File: config.mk
export PLATFORM = sky130hd
export DESIGN_NAME = button_event_classifier
export DESIGN_NICKNAME = d
export VERILOG_FILES = /design/src/rtl/button_event_pkg.sv /design/src/rtl/button_event_classifier.sv
export SDC_FILE = /design/constraint.sdc
export NUM_CORES = 1
export LEC_CHECK = 0
export CAP_MARGIN = 0
export CORE_MARGIN = 4
export CORE_UTILIZATION = 45
export CTS_BUF_LIST = sky130_fd_sc_hd__clkbuf_8
export DETAILED_ROUTE_END_ITERATION = 12
export DONT_BUFFER_PORTS = 1
export PLACE_DENSITY_LB_ADDON = 0.12
export SLEW_MARGIN = 20
export SYNTH_ARGS = -nofsm -noshare
export SYNTH_HDL_FRONTEND = slang
export SYNTH_SLANG_ARGS = --single-unit
File: constraint.sdc
create_clock -name clk -period 2.3 [get_ports clk]
set_input_delay 0.23 -clock clk [delete_from_list [all_inputs] [get_ports clk]]
set_output_delay 0.23 -clock clk [all_outputs]
set_load 0.01 [all_outputs]
File: src/rtl/button_event_pkg.sv
// Shared state encoding and counter sizing for button_event_classifier.
package button_event_pkg;

   typedef enum logic [2:0] {
      IDLE        = 3'd0,
      PRESSED     = 3'd1,
      LONG_HELD   = 3'd2,
      WAIT_GAP    = 3'd3,
      SECOND_HELD = 3'd4
   } btn_state_e;

   // Wide enough to hold the largest terminal count; compares are equality so it never wraps.
   function automatic int unsigned cnt_width(input int unsigned long_c,
                                             input int unsigned gap_c,
                                             input int unsigned rep_c);
      int unsigned max_v;
      max_v = long_c;
      if (gap_c > max_v) max_v = gap_c;
      if (rep_c > max_v) max_v = rep_c;
      return $clog2(max_v + 32'd1);
   endfunction

endpackage

File: src/rtl/button_event_classifier.sv
// Classifies debounced presses into short / double / long one-cycle pulses.
// Optional auto-repeat while a long press is held: define BTN_AUTOREPEAT_EN.
module button_event_classifier
   import button_event_pkg::*;
#(
   parameter int unsigned long_cycles   = 100,
   parameter int unsigned gap_cycles    = 50,
   parameter int unsigned repeat_cycles = 25
)(
   input  logic clk,
   input  logic rst,
   input  logic debounced_in,
   output logic short_press,
   output logic double_press,
   output logic long_press,
   output logic repeat_press,
   output logic busy
);

   localparam int unsigned    CW        = cnt_width(long_cycles, gap_cycles, repeat_cycles);
   localparam logic [CW-1:0]  CNT_ZERO  = {CW{1'b0}};
   localparam logic [CW-1:0]  CNT_ONE   = {{(CW-1){1'b0}}, 1'b1};
   localparam logic [CW-1:0]  LONG_LAST = CW'(long_cycles - 32'd1);
   localparam logic [CW-1:0]  GAP_LAST  = CW'(gap_cycles - 32'd1);
`ifdef BTN_AUTOREPEAT_EN
   localparam logic [CW-1:0]  REP_LAST  = CW'(repeat_cycles - 32'd1);
`endif

   btn_state_e    state_r, state_s;
   logic [CW-1:0] cnt_r, cnt_s;
   logic          short_s, double_s, long_s, busy_s;
   logic          short_r, double_r, long_r, busy_r;
`ifdef BTN_AUTOREPEAT_EN
   logic          repeat_s, repeat_r;
`endif

   // State, counter and registered outputs; reset aborts any event in flight.
   always_ff @(posedge clk) begin
      if (rst) begin
         state_r  <= IDLE;
         cnt_r    <= CNT_ZERO;
         short_r  <= 1'b0;
         double_r <= 1'b0;
         long_r   <= 1'b0;
         busy_r   <= 1'b0;
`ifdef BTN_AUTOREPEAT_EN
         repeat_r <= 1'b0;
`endif
      end else begin
         state_r  <= state_s;
         cnt_r    <= cnt_s;
         short_r  <= short_s;
         double_r <= double_s;
         long_r   <= long_s;
         busy_r   <= busy_s;
`ifdef BTN_AUTOREPEAT_EN
         repeat_r <= repeat_s;
`endif
      end
   end

   // Next state and shared counter.
   always_comb begin
      state_s = state_r;
      cnt_s   = cnt_r;
      case (state_r)
         IDLE: begin
            if (debounced_in) begin
               state_s = PRESSED;
               cnt_s   = CNT_ONE;
            end else begin
               state_s = IDLE;
               cnt_s   = CNT_ZERO;
            end
         end
         PRESSED: begin
            if (!debounced_in) begin
               state_s = WAIT_GAP;
               cnt_s   = CNT_ONE;
            end else if (cnt_r == LONG_LAST) begin
               state_s = LONG_HELD;
               cnt_s   = CNT_ZERO;
            end else begin
               state_s = PRESSED;
               cnt_s   = cnt_r + CNT_ONE;
            end
         end
         LONG_HELD: begin
            if (!debounced_in) begin
               state_s = IDLE;
               cnt_s   = CNT_ZERO;
            end else begin
               state_s = LONG_HELD;
`ifdef BTN_AUTOREPEAT_EN
               if (cnt_r == REP_LAST) cnt_s = CNT_ZERO;
               else                   cnt_s = cnt_r + CNT_ONE;
`else
               cnt_s   = cnt_r;
`endif
            end
         end
         WAIT_GAP: begin
            // A new press wins over gap expiry on the same sample.
            if (debounced_in) begin
               state_s = SECOND_HELD;
               cnt_s   = CNT_ZERO;
            end else if (cnt_r == GAP_LAST) begin
               state_s = IDLE;
               cnt_s   = CNT_ZERO;
            end else begin
               state_s = WAIT_GAP;
               cnt_s   = cnt_r + CNT_ONE;
            end
         end
         SECOND_HELD: begin
            if (!debounced_in) state_s = IDLE;
            else               state_s = SECOND_HELD;
            cnt_s = CNT_ZERO;
         end
         default: begin
            state_s = IDLE;
            cnt_s   = CNT_ZERO;
         end
      endcase
   end

   // Event pulses, registered next cycle; at most one is set per sample.
   always_comb begin
      short_s  = 1'b0;
      double_s = 1'b0;
      long_s   = 1'b0;
`ifdef BTN_AUTOREPEAT_EN
      repeat_s = 1'b0;
`endif
      case (state_r)
         PRESSED: begin
            if (debounced_in && (cnt_r == LONG_LAST)) long_s = 1'b1;
            else                                      long_s = 1'b0;
         end
         WAIT_GAP: begin
            if (debounced_in)              double_s = 1'b1;
            else if (cnt_r == GAP_LAST)    short_s  = 1'b1;
            else                           short_s  = 1'b0;
         end
`ifdef BTN_AUTOREPEAT_EN
         LONG_HELD: begin
            if (debounced_in && (cnt_r == REP_LAST)) repeat_s = 1'b1;
            else                                     repeat_s = 1'b0;
         end
`endif
         default: begin
            short_s  = 1'b0;
            double_s = 1'b0;
            long_s   = 1'b0;
         end
      endcase
      busy_s = (state_s != IDLE);
   end

   assign short_press  = short_r;
   assign double_press = double_r;
   assign long_press   = long_r;
   assign busy         = busy_r;
`ifdef BTN_AUTOREPEAT_EN
   assign repeat_press = repeat_r;
`else
   assign repeat_press = 1'b0;
`endif

endmodule

=== Yosys cells after proc, flatten, opt, wreduce, memory -nomap -nowiden ===
Index checks and enable logic that the tools add are counted.

* Muxes and demuxes: 18
* Bitwise gates (word level): 2
* Add/subtract/negate cells: 1
* Reductions and logical operators: 6
* Eq/ne operators: 7

{| class="wikitable"
|+ Operators with widths
! kind !! count
|-
| $mux 7 || 5
|-
| $pmux 7 s4 || 1
|-
| $pmux 3 s5 || 1
|-
| $mux 2 || 4
|-
| $add 7x1->7 const B || 1
|-
| $eq 7x6->1 const B || 1
|-
| $eq 7x7->1 const B || 1
|-
| $eq 3x2->1 const B || 2
|-
| $mux 3 || 2
|-
| $mux 1 || 5
|-
| $reduce_or 2->1 || 2
|-
| $eq 3x1->1 const B || 1
|-
| $eq 3x3->1 const B || 1
|-
| $logic_not 3->1 || 1
|-
| $reduce_bool 3->1 || 1
|-
| $reduce_or 3->1 || 1
|-
| $ne 2x2->1 const B || 1
|-
| $not 1->1 || 2
|-
| $logic_and 1x1->1 || 1
|}

* Word-level logic and storage cells: 40
* Output and inout bits: 5
* Register bits after elaboration: 14
* Input bits: 3

=== Longest topological paths before layout ===
* Depth in word-level cells: 5
* Gate-level depth with buffers: 6
* Gate-level depth less buffers: 6

=== Worst setup path after synthesis ===
No wires, ideal clock.

* Path kind: reg2reg
* Start point: register cnt_r[0]
* End point: register cnt_r[3]
* Required time: 2.226 ns
* Arrival time: 1.431 ns
* Path slack: 0.794 ns
* Library setup time: 0.074 ns
* Buffers on the path: 0
* Stages on the path, launching flop included: 6
* Cells stage by stage: dfxtp_1 -> ha_1 -> and3b_1 -> a211oi_2 -> o2111ai_1 -> a31oi_1

* Longest elaborated chain between the ends: 4
* Elaborated cells between the ends (all ways): 8
* Those cells by class: add/sub (1); eq/ne (2); mux (5)

{| class="wikitable"
|+ RTL lines
! what !! line !! text
|-
| start: declaration || button_event_classifier.sv:30 || <nowiki>logic [CW-1:0] cnt_r, cnt_s;</nowiki>
|-
| start signal: assignment || button_event_classifier.sv:51 || <nowiki>cnt_r <= cnt_s;</nowiki>
|-
| $add 7x1->7 (tied with other cells) || button_event_classifier.sv:85, button_event_classifier.sv:112 ||
|-
| $mux 7 (on tied branches) || button_event_classifier.sv:107, button_event_classifier.sv:80 ||
|-
| $mux 7 (on tied branches) || button_event_classifier.sv:104, button_event_classifier.sv:77 ||
|-
| $pmux 7 s4 * || button_event_classifier.sv:66 || <nowiki>case (state_r)</nowiki>
|}

Every way passes the cells marked *; elsewhere a longest branch is shown, timed or not.
A chain may end at the register's enable or synchronous reset.

=== Final worst setup path ===
Same ends and word-level chain as after synthesis.

==> summary.txt <==
Finish
  – Total of fill cells in the finished design: 174
  – Ratio of cells with drive above 1 in the final layout: 9.57%
  – Synthesis-to-layout area growth: 7.57%
  – Diodes inserted: 0
  – Utilization of the core after routing: 51.0%
  – Area of all placed cells without fillers: 871 µm²
  – Layout net count: 100

Worst setup path
  – Top fanout value on the critical path: 6
  – Crit Path Class: flop to flop
  – Setup crit end kind: flop
  – Required time of the critical path: 2.48 ns
  – WP data arrival: 1.87 ns
  – Worst setup SP type: flop

Synthesis
  – Synth warnings: 0
  – Compound-gate portion of the synthesized area: 23.6%
  – Xor-xnor portion of the synthesized cell area: 2.16%
  – Mapped Cells: 95
  – Syn Area/Cell: 8.52 µm²
  – Yosys top cell by area: dfxtp_1
  – Netlist Area Pre-Place: 810 µm²
  – Arithmetic-cell share of the synthesized area counting full adders, half adders and majority gates: 3.09%
  – Synth Register Bits: 14
  – Library cells used by synthesis: 39
  – Area fraction in and, or, nand and nor cells after synthesis: 29.2%
  – Net count after synthesis: 100
  – Combinational family with the most area after synthesis: simple AND/OR/NAND/NOR gates
  – Top cell type's share of synthesized area: 34.6%
  – Top cells by area, synth: dfxtp_1 (35%), a21oi_1 (3.7%), nor3_1 (3.7%), inv_1 (3.7%), nand2_1 (3.7%)
  – Share of synthesized area occupied by flip-flops and latches: 34.6%
  – Multiplexer share of the synthesized area: 0%

Floorplanning
  – Starting density of the core: 47.4%
  – Std cell rows: 15
  – Die Span X: 50.4 µm
  – Die span in y: 50.4 µm
  – Die Area: 2540 µm²
  – Core Region: 1710 µm²
  – Number of top-level pins: 8

Clocking
  – Post-CTS Resized: 0
  – TritonCTS buffer count: 3
  – Buffer count from post-CTS setup fixing: 0
  – H-tree lvl count: 1
  – CTS Sinks: 14
  – Clock tree from TritonCTS: built
  – Master cell of the clock root buffer: clkbuf_8
  – Number of buffers inserted by hold repair at cts: 0
  – Reg clk slew, reported paths: 0.06 ns
  – Clock Latency Late Sink: 0.25 ns
  – CTS max path bufs: 2

Flow run
  – MaxCap Viol Count: 0

Global route
  – Overall overflow remaining after global route: 0
  – Number of global-route vias before repair: 658
  – Wire length of the first global-routing pass: 2900 µm
  – Number of antenna violations at the first check in global routing: 0
  – Overall track demand over capacity in global routing: 15.3%
  – Maximum number of pins on one net before global-route repair: 11

Power and ir drop
  – Cell leakage power: 0.329 nW
  – Total power divided by cell area: 645 nW/µm²
  – Peak supply drop: 0.000250 V

Drt
  – Violation count after the first detailed-routing iteration: 8
  – Vias per inst: 6.00
  – Detailed-route wire length per cell: 14.4 µm
  – DRC viols: 0
  – Length of the first detailed-routing pass in iterations: 4
  – Via Count: 714
  – Detail Route Antenna Nets: 0
  – Wirelength, routed: 1710 µm

STA
  – Unrepaired setup endpoints after global routing: false
  – Final Cycle Share: 73.6%
  – Number of setup violations in the final report: 0
  – Summed negative setup slack over all endpoints: 0 ns
  – Worst Skew: 0.00175 ns
  – Final-report max-slew violation count: 0
  – Min cycle time layout: 1.69 ns
  – Maximum clock frequency: 591 MHz
  – Count of final hold-check violations: 0

Placed design
  – Post-detailed-placement half-perimeter wirelength: 1270 µm
  – Standard cell area after detailed placement: 816 µm²
  – Number of port buffers: 0
  – RD Place Congestion: 0.770

Run status
  – Status: finished, final reports clean

Hold path
  – Worst hold-check path type: input port to flop
## layout by cell type (no fill, tap or decap), types with 2 or more instances in the layout
| master | synthesis | routed |
|---|---|---|
| clkbuf_8 | 0 | 4 |
| nor2_1 | 6 | 6 |
| ha_1 | 2 | 2 |
| a21oi_1 | 6 | 6 |
| nand2_1 | 8 | 8 |
| nor3b_1 | 2 | 2 |
| nand3_1 | 3 | 3 |
| and2_1 | 3 | 3 |
| inv_1 | 8 | 8 |
| a31oi_1 | 2 | 2 |
| nor3_1 | 6 | 6 |
| o211ai_1 | 4 | 4 |
| dfxtp_1 | 14 | 14 |
| xor2_1 | 2 | 2 |
| o2111ai_1 | 2 | 2 |
## metrics by stage
stage	instances	setup WS (ns)	total power, W	hold slack [ns]
after CTS	119	0.595	0.000570	0.0329
after global routing	119	0.494	0.000584	0.0321
after floorplan	95	0.794	0.000313	0.385
final	119	0.608	0.000561	0.0385
after global placement	115	0.662	0.000320	0.302
after detailed placement	115	0.614	0.000320	0.303
## state kept, by name, indices dropped and copies added (netlist names)
name	cells
long_press	1
double_press	1
state_r	3
cnt_r	7
short_press	1
busy	1
## report_power, final
group | switching, W | total, W | internal, W
clock | 0.0000941 | 0.000246 | 0.000152
combinational | 0.0000295 | 0.0000498 | 0.0000203
sequential | 0.0000144 | 0.000266 | 0.000251
## routing by layer
metal,wire (µm),GRT usage [%],part of all wire [%],up-vias
met2,720,22.0,42,25
met3,95,3.26,5.6,9
met4,78,14.8,4.6,0
li1,-,-,-,349
met1,815,18.4,48,331
met5,0,0,0,-
## worst paths after layout
| path | from | endpoint | slack (ns) | depth (start not counted) |
|---|---|---|---|---|
| hold / removal | rst | cnt_r[2] | 0.04 | 1 |
| hold reg to reg | cnt_r[1] | cnt_r[1] | 0.49 | 2 |
| setup / recovery | cnt_r[0] | cnt_r[3] | 0.61 | 5 |
| setup reg to reg | cnt_r[0] | cnt_r[3] | 0.61 | 5 |
## kinds of logic after synthesis
| kind of cell | count (synthesis) |
|---|---|
| XOR/XNOR | 2 |
| other | 1 |
| adder cells (fa/ha/maj) | 2 |
| buffers and inverters | 13 |
| AO/OA/AOI/OAI | 24 |
| AND/OR/NAND/NOR | 39 |
| flip-flops | 14 |
## cell usage after synthesis
master	number
nor4_1	1
a211oi_2	1
or3b_4	1
dfxtp_1	14
a21oi_1	6
o22ai_1	1
o211ai_1	4
a211o_1	1
or4b_1	1
o221ai_1	1
inv_1	8
buf_4	1
conb_1	1
a22o_1	1
nand2_1	8
nor4b_2	1
a2111oi_4	1
nor3b_2	1
or3_1	1
a31oi_1	2
nor3b_1	2
o21a_1	1
and2_1	3
nand2b_1	1
and3b_1	1
clkbuf_1	2
nor2_1	6
nand3_1	3
ha_1	2
o2111ai_1	2
nor3_1	6
xor2_1	2
a311oi_1	1
o21ai_0	1
nor2b_1	1
buf_2	2
nor4bb_1	1
a211oi_1	1
and4bb_1	1
## critical path: stages, from the launching register on
cell and delay (ns):
dfxtp_1 0.35, ha_1 0.25, and3b_1 0.24, a211oi_2 0.42, o2111ai_1 0.17, a31oi_1 0.19
## area by class of cell
class / count / area, µm² / area share (%)
inverter: 8 / 30.0 / 3.45
sequential: 14 / 280 / 32.2
multi-input combinational: 68 / 474 / 54.5
tap: 25 / 31.3 / 3.59
clock buffer: 4 / 55.1 / 6.32
Power figures use the tool's default switching activity.
